==> config.mk <==
export PLATFORM = sky130hd
export DESIGN_NAME = segre_dmem_ctrl_flat
export DESIGN_NICKNAME = d
export VERILOG_FILES = /design/src/rtl/segre_dmem_ctrl_if.sv /design/src/rtl/segre_dmem_ctrl.sv /design/src/flat_wrapper.sv
export SDC_FILE = /design/constraint.sdc
export NUM_CORES = 1
export LEC_CHECK = 0
export ABC_AREA = 1
export ABC_CLOCK_PERIOD_IN_PS = 1750
export BUFFER_PORTS_ARGS = -buffer_cell sky130_fd_sc_hd__buf_2
export CORE_ASPECT_RATIO = 1.1
export CORE_MARGIN = 2
export CORE_UTILIZATION = 43
export DETAILED_ROUTE_END_ITERATION = 10
export PLACE_DENSITY = 0.75
export SLEW_MARGIN = 20
export SYNTH_ARGS = -nofsm -noshare
export SYNTH_HDL_FRONTEND = slang
export SYNTH_SLANG_ARGS = --single-unit
export TNS_END_PERCENT = 30
==> constraint.sdc <==
create_clock -name clk_i -period 1.75 [get_ports clk_i]
set_input_delay 0.35 -clock clk_i [delete_from_list [all_inputs] [get_ports clk_i]]
set_output_delay 0.35 -clock clk_i [all_outputs]
set_load 0.01 [all_outputs]
==> src/rtl/segre_dmem_ctrl_if.sv <==
// rtl/segre_dmem_ctrl_if.sv - data memory bus between segre_dmem_ctrl and the data memory
interface segre_dmem_ctrl_if #(
  parameter int WORD_SIZE = 32
);

  logic                 mem_req_o;
  logic                 mem_we_o;
  logic [WORD_SIZE-1:0] mem_addr_o;
  logic [3:0]           mem_be_o;
  logic [WORD_SIZE-1:0] mem_wdata_o;
  logic                 mem_gnt_i;
  logic                 mem_rvalid_i;
  logic [WORD_SIZE-1:0] mem_rdata_i;

  // Controller side: issues requests, receives grant and response
  modport master (
    output mem_req_o, mem_we_o, mem_addr_o, mem_be_o, mem_wdata_o,
    input  mem_gnt_i, mem_rvalid_i, mem_rdata_i
  );

  // Memory side: accepts requests, returns grant and response
  modport slave (
    input  mem_req_o, mem_we_o, mem_addr_o, mem_be_o, mem_wdata_o,
    output mem_gnt_i, mem_rvalid_i, mem_rdata_i
  );

endinterface

==> src/rtl/segre_dmem_ctrl.sv <==
// rtl/segre_dmem_ctrl.sv - MEM-stage data memory access controller (req/gnt/rvalid)
module segre_dmem_ctrl #(
  parameter int WORD_SIZE = 32
) (
  input  logic                 clk_i,
  input  logic                 rsn_i,
  input  logic                 memop_rd_i,
  input  logic                 memop_wr_i,
  input  logic [WORD_SIZE-1:0] addr_i,
  input  logic [WORD_SIZE-1:0] data_i,
  input  logic [1:0]           memop_type_i,
  output logic [WORD_SIZE-1:0] data_o,
  output logic                 stall_o,
  output logic                 misaligned_o,
  segre_dmem_ctrl_if.master    bus
);

  // memop_data_type_e encoding; 3 is not a legal type and behaves as a word
  localparam logic [1:0] MEMOP_BYTE = 2'd0;
  localparam logic [1:0] MEMOP_HALF = 2'd1;

  typedef enum logic [1:0] {IDLE, REQ, WAIT, DONE} state_e;

  state_e               state;
  logic [1:0]           offset_q;
  logic [1:0]           type_q;
  logic                 op;
  logic [3:0]           be_in;
  logic [WORD_SIZE-1:0] wdata_in;
  logic [WORD_SIZE-1:0] rdata_shifted;
  logic [WORD_SIZE-1:0] load_data;

  assign op = memop_rd_i | memop_wr_i;

  // Alignment check on the incoming request; a misaligned op never reaches the bus
  always_comb begin
    misaligned_o = 1'b0;
    case (memop_type_i)
      MEMOP_BYTE: misaligned_o = 1'b0;
      MEMOP_HALF: misaligned_o = op & addr_i[0];
      default:    misaligned_o = op & (addr_i[1:0] != 2'b00);
    endcase
  end

  // Pipeline is held until the access reaches DONE, where the result is consumed
  assign stall_o = op & ~misaligned_o & (state != DONE);

  // Byte enables and lane-replicated store data for the incoming request
  always_comb begin
    be_in    = 4'b1111;
    wdata_in = data_i;
    case (memop_type_i)
      MEMOP_BYTE: begin
        be_in    = 4'b0001 << addr_i[1:0];
        wdata_in = {4{data_i[7:0]}};
      end
      MEMOP_HALF: begin
        be_in    = 4'b0011 << addr_i[1:0];
        wdata_in = {2{data_i[15:0]}};
      end
      default: begin
        be_in    = 4'b1111;
        wdata_in = data_i;
      end
    endcase
  end

  // Right-align the addressed bytes of the response and clear the unused upper bits
  always_comb begin
    rdata_shifted = bus.mem_rdata_i >> {offset_q, 3'b000};
    load_data     = rdata_shifted;
    case (type_q)
      MEMOP_BYTE: load_data = {{(WORD_SIZE-8){1'b0}}, rdata_shifted[7:0]};
      MEMOP_HALF: load_data = {{(WORD_SIZE-16){1'b0}}, rdata_shifted[15:0]};
      default:    load_data = rdata_shifted;
    endcase
  end

  // Transaction FSM with registered bus outputs and load result
  always_ff @(posedge clk_i) begin
    if (rsn_i) begin
      state           <= IDLE;
      offset_q        <= 2'b00;
      type_q          <= 2'b00;
      data_o          <= '0;
      bus.mem_req_o   <= 1'b0;
      bus.mem_we_o    <= 1'b0;
      bus.mem_addr_o  <= '0;
      bus.mem_be_o    <= 4'b0000;
      bus.mem_wdata_o <= '0;
    end else begin
      case (state)
        IDLE: begin
          if (op && !misaligned_o) begin
            offset_q        <= addr_i[1:0];
            type_q          <= memop_type_i;
            bus.mem_req_o   <= 1'b1;
            bus.mem_we_o    <= memop_wr_i;
            bus.mem_addr_o  <= {addr_i[WORD_SIZE-1:2], 2'b00};
            bus.mem_be_o    <= be_in;
            bus.mem_wdata_o <= wdata_in;
            state           <= REQ;
          end
        end
        REQ: begin
          if (bus.mem_gnt_i) begin
            bus.mem_req_o <= 1'b0;
            if (bus.mem_rvalid_i) begin
              if (!bus.mem_we_o) data_o <= load_data;
              state <= DONE;
            end else begin
              state <= WAIT;
            end
          end
        end
        WAIT: begin
          if (bus.mem_rvalid_i) begin
            if (!bus.mem_we_o) data_o <= load_data;
            state <= DONE;
          end
        end
        DONE: state <= IDLE;
        default: state <= IDLE;
      endcase
    end
  end

endmodule

==> src/flat_wrapper.sv <==
// flat-port wrapper written by rule: the top's interface ports become plain ports
module segre_dmem_ctrl_flat 
#(
  parameter int WORD_SIZE = 32
)
  (clk_i, rsn_i, memop_rd_i, memop_wr_i, addr_i, data_i, memop_type_i, data_o, stall_o, misaligned_o, bus_mem_req_o, bus_mem_we_o, bus_mem_addr_o, bus_mem_be_o, bus_mem_wdata_o, bus_mem_gnt_i, bus_mem_rvalid_i, bus_mem_rdata_i);
  segre_dmem_ctrl_if #(.WORD_SIZE(WORD_SIZE)) bus_i ();
  input  logic clk_i;
  input  logic rsn_i;
  input  logic memop_rd_i;
  input  logic memop_wr_i;
  input  logic [WORD_SIZE-1:0] addr_i;
  input  logic [WORD_SIZE-1:0] data_i;
  input  logic [1:0] memop_type_i;
  output logic [WORD_SIZE-1:0] data_o;
  output logic stall_o;
  output logic misaligned_o;
  output wire logic [$bits(bus_i.mem_req_o)-1:0] bus_mem_req_o;
  output wire logic [$bits(bus_i.mem_we_o)-1:0] bus_mem_we_o;
  output wire logic [$bits(bus_i.mem_addr_o)-1:0] bus_mem_addr_o;
  output wire logic [$bits(bus_i.mem_be_o)-1:0] bus_mem_be_o;
  output wire logic [$bits(bus_i.mem_wdata_o)-1:0] bus_mem_wdata_o;
  input wire logic [$bits(bus_i.mem_gnt_i)-1:0] bus_mem_gnt_i;
  input wire logic [$bits(bus_i.mem_rvalid_i)-1:0] bus_mem_rvalid_i;
  input wire logic [$bits(bus_i.mem_rdata_i)-1:0] bus_mem_rdata_i;
  assign bus_mem_req_o = bus_i.mem_req_o;
  assign bus_mem_we_o = bus_i.mem_we_o;
  assign bus_mem_addr_o = bus_i.mem_addr_o;
  assign bus_mem_be_o = bus_i.mem_be_o;
  assign bus_mem_wdata_o = bus_i.mem_wdata_o;
  assign bus_i.mem_gnt_i = bus_mem_gnt_i;
  assign bus_i.mem_rvalid_i = bus_mem_rvalid_i;
  assign bus_i.mem_rdata_i = bus_mem_rdata_i;
  segre_dmem_ctrl #(.WORD_SIZE(WORD_SIZE)) u_core (.clk_i(clk_i), .rsn_i(rsn_i), .memop_rd_i(memop_rd_i), .memop_wr_i(memop_wr_i), .addr_i(addr_i), .data_i(data_i), .memop_type_i(memop_type_i), .data_o(data_o), .stall_o(stall_o), .misaligned_o(misaligned_o), .bus(bus_i));
endmodule
==> flow_summary.html, run 1 <==
<table>
<tr><th>Metric</th><th>Value</th></tr>
<tr><th colspan="2">Run status</th></tr>
<tr><td>Run status</td><td>complete, no violations</td></tr>
<tr><th colspan="2">STA</th></tr>
<tr><td>Worst Clk Skew</td><td>7.74 ps</td></tr>
<tr><td>Post-layout minimum cycle time</td><td>1630 ps</td></tr>
<tr><td>Max-slew violations</td><td>0</td></tr>
<tr><td>Total setup violations reported at the end of the flow</td><td>0</td></tr>
<tr><td>Period Utilization, post-route</td><td>0.930</td></tr>
<tr><td>Fmax</td><td>615 MHz</td></tr>
<tr><td>Post-route worst setup slack</td><td>123 ps</td></tr>
<tr><td>RSZ-0062 raised after global routing</td><td>false</td></tr>
<tr><td>Hold_ws</td><td>251 ps</td></tr>
<tr><td>Setup TNS</td><td>0 ps</td></tr>
<tr><td>Final Hold Viols</td><td>0</td></tr>
<tr><th colspan="2">Routing</th></tr>
<tr><td>Initial detailed-routing violation count</td><td>305</td></tr>
<tr><td>Final routed DRC violation total</td><td>0</td></tr>
<tr><td>TritonRoute pass-1 iters</td><td>4</td></tr>
<tr><td>Post-DRT Antenna Nets</td><td>0</td></tr>
<tr><td>Routed Wire Length</td><td>13600 um</td></tr>
<tr><td>Via density</td><td>4.98</td></tr>
<tr><td>Vias after detailed routing</td><td>4981</td></tr>
<tr><td>Wire per inst</td><td>13.6 um</td></tr>
<tr><th colspan="2">GRT</th></tr>
<tr><td>Wire length of the first global-routing pass</td><td>21400 um</td></tr>
<tr><td>Initial antenna violation count</td><td>0</td></tr>
<tr><td>Number of global-route vias before repair</td><td>4447</td></tr>
<tr><td>Largest net degree at the start of global routing</td><td>65</td></tr>
<tr><td>Overall overflow remaining after global route</td><td>0</td></tr>
<tr><td>Aggregate global-route resource usage</td><td>0.223</td></tr>
<tr><th colspan="2">Clock tree</th></tr>
<tr><td>Hold-fix buffers, CTS</td><td>0</td></tr>
<tr><td>TritonCTS clock tree</td><td>built</td></tr>
<tr><td>H-tree levels</td><td>3</td></tr>
<tr><td>Clk sink count</td><td>106</td></tr>
<tr><td>CTS buffer count</td><td>9</td></tr>
<tr><td>Maximum buffer depth of the clock tree</td><td>2</td></tr>
<tr><td>Clock transition at the registers of the reported paths</td><td>70 ps</td></tr>
<tr><td>Clock insertion delay at the later pin of the skew report</td><td>340 ps</td></tr>
<tr><td>Root buffer selected by CTS</td><td>clkbuf_16</td></tr>
<tr><th colspan="2">Die</th></tr>
<tr><td>Die Ht</td><td>114 um</td></tr>
<tr><td>Initial standard-cell utilization of the core</td><td>0.437</td></tr>
<tr><td>Core ar.</td><td>0.0108 mm2</td></tr>
<tr><td>Number of rows created at floorplan</td><td>40</td></tr>
<tr><td>DIE WIDTH</td><td>104 um</td></tr>
<tr><td>Count of pins on the block boundary</td><td>208</td></tr>
<tr><td>Area of the die</td><td>0.0118 mm2</td></tr>
<tr><th colspan="2">Setup path</th></tr>
<tr><td>Critical path startpoint category</td><td>flip-flop</td></tr>
<tr><td>Max FO, Critical Path</td><td>20</td></tr>
<tr><td>CP Data Arrival Time</td><td>1870 ps</td></tr>
<tr><td>Required @ worst endpoint</td><td>1990 ps</td></tr>
<tr><td>Setup Crit Path Kind</td><td>flip-flop to flip-flop</td></tr>
<tr><td>Setup crit end kind</td><td>flip-flop</td></tr>
<tr><th colspan="2">Synthesis</th></tr>
<tr><td>Area of the mapped netlist</td><td>0.00472 mm2</td></tr>
<tr><td>Count of different cell masters after synthesis</td><td>24</td></tr>
<tr><td>Synthesized instance count</td><td>661</td></tr>
<tr><td>Proportion of synthesized chip area in sequential cells</td><td>0.450</td></tr>
<tr><td>Flip-flop and latch count after synthesis</td><td>106</td></tr>
<tr><td>Number of warnings reported in the yosys synthesis log</td><td>0</td></tr>
<tr><td>Average cell area after synthesis</td><td>7.14 um2</td></tr>
<tr><th colspan="2">Cells and area</th></tr>
<tr><td>Final Instance Count excl. Fillers</td><td>1001</td></tr>
<tr><td>Util after Layout</td><td>0.576</td></tr>
<tr><td>Area of all placed cells without fillers</td><td>0.00622 mm2</td></tr>
<tr><td>Synthesis-to-finish area growth</td><td>31.8%</td></tr>
<tr><td>Share of layout cells above drive strength 1</td><td>0.293</td></tr>
<tr><td>Layout Nets</td><td>958</td></tr>
<tr><td>Count of inserted antenna diode cells</td><td>0</td></tr>
<tr><th colspan="2">Pwr</th></tr>
<tr><td>Leakage component of the power</td><td>3.10 nW</td></tr>
<tr><td>VDD IR max</td><td>0.644 mV</td></tr>
<tr><td>Power density over the cells</td><td>1400 mW/mm2</td></tr>
<tr><td>Pwr Total</td><td>8.72 mW</td></tr>
<tr><th colspan="2">Place</th></tr>
<tr><td>Worst-case setup slack after placement</td><td>58.8 ps</td></tr>
<tr><td>Port Buffer Count</td><td>205</td></tr>
<tr><td>Number of instances in the placed design</td><td>984</td></tr>
<tr><td>Routability congestion estimate</td><td>0.953</td></tr>
<tr><td>Detailed Place HPWL</td><td>9690 um</td></tr>
<tr><td>Placement Cell Area</td><td>0.00586 mm2</td></tr>
<tr><th colspan="2">Worst hold path</th></tr>
<tr><td>Path type of the worst min-delay path</td><td>input port to flip-flop</td></tr>
<tr><th colspan="2">Run</th></tr>
<tr><td>Count of max-cap constraint violations</td><td>0</td></tr>
</table>
[metal layers]
layer	part of all wire	vias to the layer above	track usage	routed length, um
met5	0	-	0	0
met4	0.031	0	0.106	421
met3	0.058	31	0.0337	794
met2	0.46	191	0.358	6230
met1	0.45	2219	0.296	6180
li1	-	2540	-	-
[synthesized netlist by cell type]
library cell	count	area share
conb_1	1	0.00079
buf_1	3	0.0024
nand3_1	2	0.0021
ha_1	5	0.013
inv_2	2	0.0016
nand3_2	3	0.0064
a21oi_1	69	0.073
clkbuf_1	20	0.016
nand4_1	10	0.013
inv_1	38	0.030
nand2_2	1	0.0013
o211ai_1	20	0.032
nor3_1	1	0.0011
buf_6	9	0.021
buf_2	14	0.015
buf_4	2	0.0032
o21ai_0	90	0.095
nand2_1	139	0.11
dfxtp_1	106	0.45
nor2_1	115	0.091
clkinv_1	1	0.00079
and3_1	1	0.0013
o211a_1	8	0.017
nor2_2	1	0.0013
[critical path, cell delays in order (launching register included)]
cell and delay [ps]:
dfxtp_1 330, inv_1 80, ha_1 290, inv_1 50, nor2_2 120, nand3_4 120
inv_4 90, buf_12 140, o21ai_0 90, a21oi_1 150, nor2_1 60
[power by group]
part           internal (mW)  switching (mW)  total [mW]
sequential              3.01           0.296        3.31
combinational           1.28            1.95        3.23
clock                   1.26           0.925        2.19
total                   5.55            3.17        8.72
[layout by cell type, fill, tap and decap left out, types with 2 or more instances in the layout]
master,synthesis,final
ha_1,5,5
buf_2,14,205
inv_2,2,3
buf_12,0,5
nand3_2,3,2
conb_1,1,2
nand4_1,10,10
nand2_1,139,139
bufinv_16,0,2
nor2_1,115,114
clkbuf_16,0,10
buf_4,2,13
o21ai_0,90,90
a21oi_1,69,69
dfxtp_1,106,105
inv_1,38,36
o211a_1,8,8
nand3_1,2,2
o211ai_1,20,20
[cell type report]
cell class	instances	area, um2
fillers	1058	4590
repair buffers	224	1250
clock inverters	6	90.1
well taps	147	184
multi-input cells	467	2190
inverters	41	156
flip-flops and latches	106	2120
clock buffers	10	229
[what timing repair did]
action	4_1_cts	5_1_grt
buffers inserted	0	0
resized for setup	0	7
endpoints found under the setup margin	0	32
[logic make-up (layout without fill, tap and decap cells)]
kind of cell	after synthesis	count (layout)	synth area share
AND/OR/NAND/NOR	273	273	0.229
buffers and inverters	89	281	0.0904
adder cells (fa/ha/maj)	5	5	0.0133
other	1	2	0.000794
AO/OA/AOI/OAI	187	187	0.217
flip-flops	106	106	0.450
[flip-flops by register name, indices dropped and copies added (netlist names)]
signal	flops
u_core.data_o	32
u_core.bus.mem_we_o	1
u_core.bus.mem_wdata_o	32
u_core.type_q	2
u_core.bus.mem_req_o	1
u_core.offset_q	2
u_core.bus.mem_addr_o	30
u_core.bus.mem_be_o	4
u_core.state	2
[worst paths after layout]
check | startpoint | endpoint | slack [ps] | depth (start not counted)
setup / recovery | u_core.state[0] | u_core.data_o[7] | 120 | 10
hold / removal | addr_i[31] | u_core.bus.mem_addr_o[31] | 250 | 3
setup reg to reg | u_core.state[0] | u_core.data_o[7] | 120 | 10
hold reg to reg | u_core.bus.mem_wdata_o[5] | u_core.bus.mem_wdata_o[5] | 460 | 2
Power figures use the tool's default switching activity.
==> run 2, diff against run 1 <==
- ABC_AREA: 1 -> not set
==> flow_summary.html, run 2 <==
<table>
<tr><th>Metric</th><th>Value</th></tr>
<tr><th colspan="2">Setup path</th></tr>
<tr><td>Slowest library cell on the worst path</td><td>or3_4</td></tr>
<tr><td>Required @ worst endpoint</td><td>1970 ps (-20 ps)</td></tr>
<tr><td>Worst R2R Path Depth</td><td>7 (-3)</td></tr>
<tr><td>Setup Crit Path Kind</td><td>flip-flop to flip-flop</td></tr>
<tr><td>Capturing point of the worst reg2reg path</td><td>u_core.data_o[12]</td></tr>
<tr><td>Flop-to-flop setup slack</td><td>60 ps (-70 ps)</td></tr>
<tr><td>Max incr delay on CP</td><td>410 ps (+80 ps)</td></tr>
<tr><td>Setup crit end kind</td><td>flip-flop</td></tr>
<tr><td>Max FO, Critical Path</td><td>16 (-20%)</td></tr>
<tr><td>CP Data Arrival Time</td><td>1920 ps (+50 ps)</td></tr>
<tr><td>Cells along the critical path</td><td>inv_1 -&gt; ha_2 -&gt; nor2b_2 -&gt; or3_4 -&gt; buf_12 -&gt; nand3_1 -&gt; o21ai_0</td></tr>
<tr><td>Critical path startpoint category</td><td>flip-flop</td></tr>
<tr><td>Worst reg2reg path startpoint</td><td>u_core.state[1]</td></tr>
<tr><th colspan="2">Pwr</th></tr>
<tr><td>Power density over the cells</td><td>1250 mW/mm2 (-11%)</td></tr>
<tr><td>Pwr Total</td><td>7.76 mW (-11%)</td></tr>
<tr><td>VDD IR max</td><td>0.619 mV (-3.8%)</td></tr>
<tr><td>Leakage component of the power</td><td>2.81 nW (-9.3%)</td></tr>
<tr><th colspan="2">Routing</th></tr>
<tr><td>TritonRoute pass-1 iters</td><td>4 (unchanged)</td></tr>
<tr><td>Vias after detailed routing</td><td>4849 (-2.7%)</td></tr>
<tr><td>Wire per inst</td><td>15.6 um (+15%)</td></tr>
<tr><td>Post-DRT Antenna Nets</td><td>0 (unchanged)</td></tr>
<tr><td>Via density</td><td>5.28 (+6.2%)</td></tr>
<tr><td>Routed Wire Length</td><td>14400 um (+5.4%)</td></tr>
<tr><td>Initial detailed-routing violation count</td><td>189 (-38%)</td></tr>
<tr><td>Final routed DRC violation total</td><td>0 (unchanged)</td></tr>
<tr><th colspan="2">STA</th></tr>
<tr><td>Total setup violations reported at the end of the flow</td><td>0 (unchanged)</td></tr>
<tr><td>Final Hold Viols</td><td>0 (unchanged)</td></tr>
<tr><td>Worst Clk Skew</td><td>9.90 ps (+2.16 ps)</td></tr>
<tr><td>Post-layout minimum cycle time</td><td>1690 ps (+67.0 ps)</td></tr>
<tr><td>Pin slew with the least headroom to its limit</td><td>565 ps</td></tr>
<tr><td>Headroom to the max-slew limit</td><td>0.622</td></tr>
<tr><td>Period Utilization, post-route</td><td>0.968 (+0.0383)</td></tr>
<tr><td>Fmax</td><td>590 MHz (-4.0%)</td></tr>
<tr><td>Max-slew violations</td><td>0 (unchanged)</td></tr>
<tr><td>RSZ-0062 raised after global routing</td><td>false</td></tr>
<tr><td>Setup TNS</td><td>0 ps (unchanged)</td></tr>
<tr><th colspan="2">Worst hold path</th></tr>
<tr><td>Path type of the worst min-delay path</td><td>input port to flip-flop</td></tr>
<tr><td>Worst min-delay path startpoint</td><td>addr_i[19]</td></tr>
<tr><td>Number of cells on the worst hold path</td><td>3 (unchanged)</td></tr>
<tr><td>Endpoint of the worst hold path</td><td>u_core.bus.mem_addr_o[19]</td></tr>
<tr><th colspan="2">GRT</th></tr>
<tr><td>Initial antenna violation count</td><td>0 (unchanged)</td></tr>
<tr><td>Largest net degree at the start of global routing</td><td>98 (+51%)</td></tr>
<tr><td>Overall overflow remaining after global route</td><td>0 (unchanged)</td></tr>
<tr><td>Aggregate global-route resource usage</td><td>0.236 (+0.0135)</td></tr>
<tr><td>Number of global-route vias before repair</td><td>4476 (+0.65%)</td></tr>
<tr><td>Wire length of the first global-routing pass</td><td>21700 um (+1.1%)</td></tr>
<tr><th colspan="2">Synthesis</th></tr>
<tr><td>Flip-flop and latch count after synthesis</td><td>106 (unchanged)</td></tr>
<tr><td>Proportion of synthesized chip area in sequential cells</td><td>0.455 (+0.00567)</td></tr>
<tr><td>Count of flip-flops with a built-in enable after synthesis</td><td>0 (unchanged)</td></tr>
<tr><td>Count of different cell masters after synthesis</td><td>37 (+54%)</td></tr>
<tr><td>Library cell with the highest instance count after synthesis</td><td>nand2_1</td></tr>
<tr><td>Area of the mapped netlist</td><td>0.00466 mm2 (-1.2%)</td></tr>
<tr><td>Fraction of registers with async set or reset after synthesis</td><td>0 (unchanged)</td></tr>
<tr><td>Most instantiated flip-flop cell in the synthesis netlist</td><td>dfxtp_1</td></tr>
<tr><td>Largest area contributor in the netlist</td><td>dfxtp_1</td></tr>
<tr><td>Average cell area after synthesis</td><td>8.11 um2 (+14%)</td></tr>
<tr><td>Leading cell types by count after synthesis</td><td>144 x nand2_1, 106 x dfxtp_1, 86 x a21oi_1</td></tr>
<tr><td>Number of warnings reported in the yosys synthesis log</td><td>0 (unchanged)</td></tr>
<tr><td>Area share of the leading cell type in the synthesized netlist</td><td>0.455 (+0.00567)</td></tr>
<tr><td>Area contributors post-synth</td><td>dfxtp_1 46%, nand2_1 12%, a21oi_1 9.2%</td></tr>
<tr><td>Synthesized instance count</td><td>575 (-13%)</td></tr>
<tr><th colspan="2">Cells and area</th></tr>
<tr><td>Most frequent cells in the layout</td><td>205 x buf_2, 143 x nand2_1, 105 x dfxtp_1</td></tr>
<tr><td>Count of inserted antenna diode cells</td><td>0 (unchanged)</td></tr>
<tr><td>Synthesis-to-finish area growth</td><td>33.4%</td></tr>
<tr><td>Biggest registers after layout</td><td>u_core.bus.mem_wdata_o (32), u_core.data_o (32), u_core.bus.mem_addr_o (30)</td></tr>
<tr><td>Share of layout cells above drive strength 1</td><td>0.347 (+0.0544)</td></tr>
<tr><td>Area of all sequential standard cells</td><td>0.00213 mm2 (+0.12%)</td></tr>
<tr><td>Final Instance Count excl. Fillers</td><td>918 (-8.3%)</td></tr>
<tr><td>Area occupied by multi-input gates</td><td>0.00230 mm2 (+4.9%)</td></tr>
<tr><td>Commonest non-fill, non-tap cell in the layout</td><td>buf_2</td></tr>
<tr><td>Layout Nets</td><td>879 (-8.2%)</td></tr>
<tr><td>Filler Cells Inserted</td><td>957 (-9.5%)</td></tr>
<tr><th colspan="2">Clock tree</th></tr>
<tr><td>Hold-fix buffers, CTS</td><td>0 (unchanged)</td></tr>
<tr><td>Root buffer selected by CTS</td><td>clkbuf_16</td></tr>
<tr><td>Maximum buffer depth of the clock tree</td><td>2 (unchanged)</td></tr>
<tr><td>TritonCTS clock tree</td><td>built</td></tr>
<tr><td>H-tree levels</td><td>3 (unchanged)</td></tr>
<tr><td>Clock transition at the registers of the reported paths</td><td>70 ps (about the same)</td></tr>
<tr><td>Clock insertion delay at the later pin of the skew report</td><td>350 ps (about the same)</td></tr>
<tr><td>Clk sink count</td><td>106 (unchanged)</td></tr>
<tr><td>CTS buffer count</td><td>9 (unchanged)</td></tr>
<tr><th colspan="2">Place</th></tr>
<tr><td>Routability congestion estimate</td><td>0.956 (+0.38%)</td></tr>
<tr><td>Detailed Place HPWL</td><td>10700 um (+10%)</td></tr>
<tr><td>Number of instances in the placed design</td><td>900 (-8.5%)</td></tr>
<tr><td>Port Buffer Count</td><td>205 (unchanged)</td></tr>
<tr><th colspan="2">Die</th></tr>
<tr><td>Number of rows created at floorplan</td><td>39 (-2.5%)</td></tr>
<tr><td>DIE WIDTH</td><td>103 um (-0.60%)</td></tr>
<tr><td>Area of the die</td><td>0.0117 mm2 (-1.2%)</td></tr>
<tr><td>Die Ht</td><td>113 um (-0.60%)</td></tr>
<tr><td>Count of pins on the block boundary</td><td>208 (unchanged)</td></tr>
<tr><td>Core ar.</td><td>0.0105 mm2 (-3.0%)</td></tr>
<tr><td>Initial standard-cell utilization of the core</td><td>0.444 (+0.00768)</td></tr>
<tr><th colspan="2">Run</th></tr>
<tr><td>Count of max-cap constraint violations</td><td>0 (unchanged)</td></tr>
<tr><th colspan="2">Run status</th></tr>
<tr><td>Run status</td><td>complete, no violations</td></tr>
</table>
run 2: cell count changes in the layout (fill, tap and decap cells not counted), moves of 10 or more:
cell | before | now
a311oi_1 | 0 | 10
a21oi_1 | 69 | 86
nor2_1 | 114 | 32
o21ai_0 | 90 | 18
mux2i_1 | 0 | 33
nand3_1 | 2 | 26
nand4_1 | 10 | 0
inv_1 | 36 | 5
run 2: worst max-delay path: cells and delay by family (launching register included):
family / cells / cell delay, ps
simple gates: 3 / 680
flops: 1 / 340
buf+inv: 2 / 260
fa+ha+maj: 1 / 200
compound gates: 1 / 100
run 2: metal layers:
metal,part of all wire,track usage
met1,0.41,0.296
met2,0.50,0.408
met3,0.078,0.0432
met4,0.012,0.0737
met5,0,0
run 2: cell families (layout without fill, tap and decap cells):
kind of cell	Yosys count	after routing	share of synthesized area
buffers and inverters	56	255	0.0607
other	1	2	0.000804
AO/OA/AOI/OAI	149	149	0.189
AND/OR/NAND/NOR	217	217	0.191
multiplexers	41	41	0.0902
adder cells (fa/ha/maj)	5	5	0.0134
flip-flops	106	106	0.455
run 2: area by class of cell:
type | instances | share of cell area
Clock buffer | 9 | 0.0362
Clock inverter | 7 | 0.00825
Inverter | 7 | 0.00423
Multi-Input combinational cell | 414 | 0.370
Sequential cell | 106 | 0.342
Tap cell | 143 | 0.0288
Timing Repair Buffer | 232 | 0.211
run 2: how the worst max path moves through the flow:
stage	start	to	cells after the start
3_5_place_dp	u_core.state[0]	u_core.state[1]	5
5_1_grt	u_core.state[0]	u_core.bus.mem_wdata_o[23]	6
2_1_floorplan	u_core.state[1]	u_core.data_o[11]	8
6_report	u_core.state[1]	u_core.data_o[12]	7
4_1_cts	u_core.state[0]	u_core.data_o[12]	7
3_3_place_gp	u_core.state[0]	u_core.state[1]	5
run 2: per-stage QoR:
stage / utilization / setup WS [ps] / instance area (um2) / hold slack, ps
floorplan: - / 62.9 / 4670 / 436
global placement: 0.561 / 51.5 / 5880 / 435
detailed placement: 0.561 / -29.2 / 5880 / 440
CTS: 0.588 / 42.3 / 6170 / 227
global route: 0.593 / 7.06 / 6220 / 238
finish: 0.593 / 56.0 / 6220 / 237
run 2: what timing repair did:
action / 4_1_cts / 5_1_grt
gates resized for setup: 2 / 8
cloned: 0 / 1
pin swaps: 0 / 1
hold endpoints to repair: 0 / 0
setup buffers: 1 / 0
endpoints found under the setup margin: 21 / 62
run 2: power breakdown:
group / switching, mW / internal, mW / total (mW) / leakage [nW]
logic: 1.59 / 1.17 / 2.75 / 1.81
clock network: 0.948 / 0.974 / 1.92 / 0.132
registers: 0.246 / 2.84 / 3.09 / 0.867
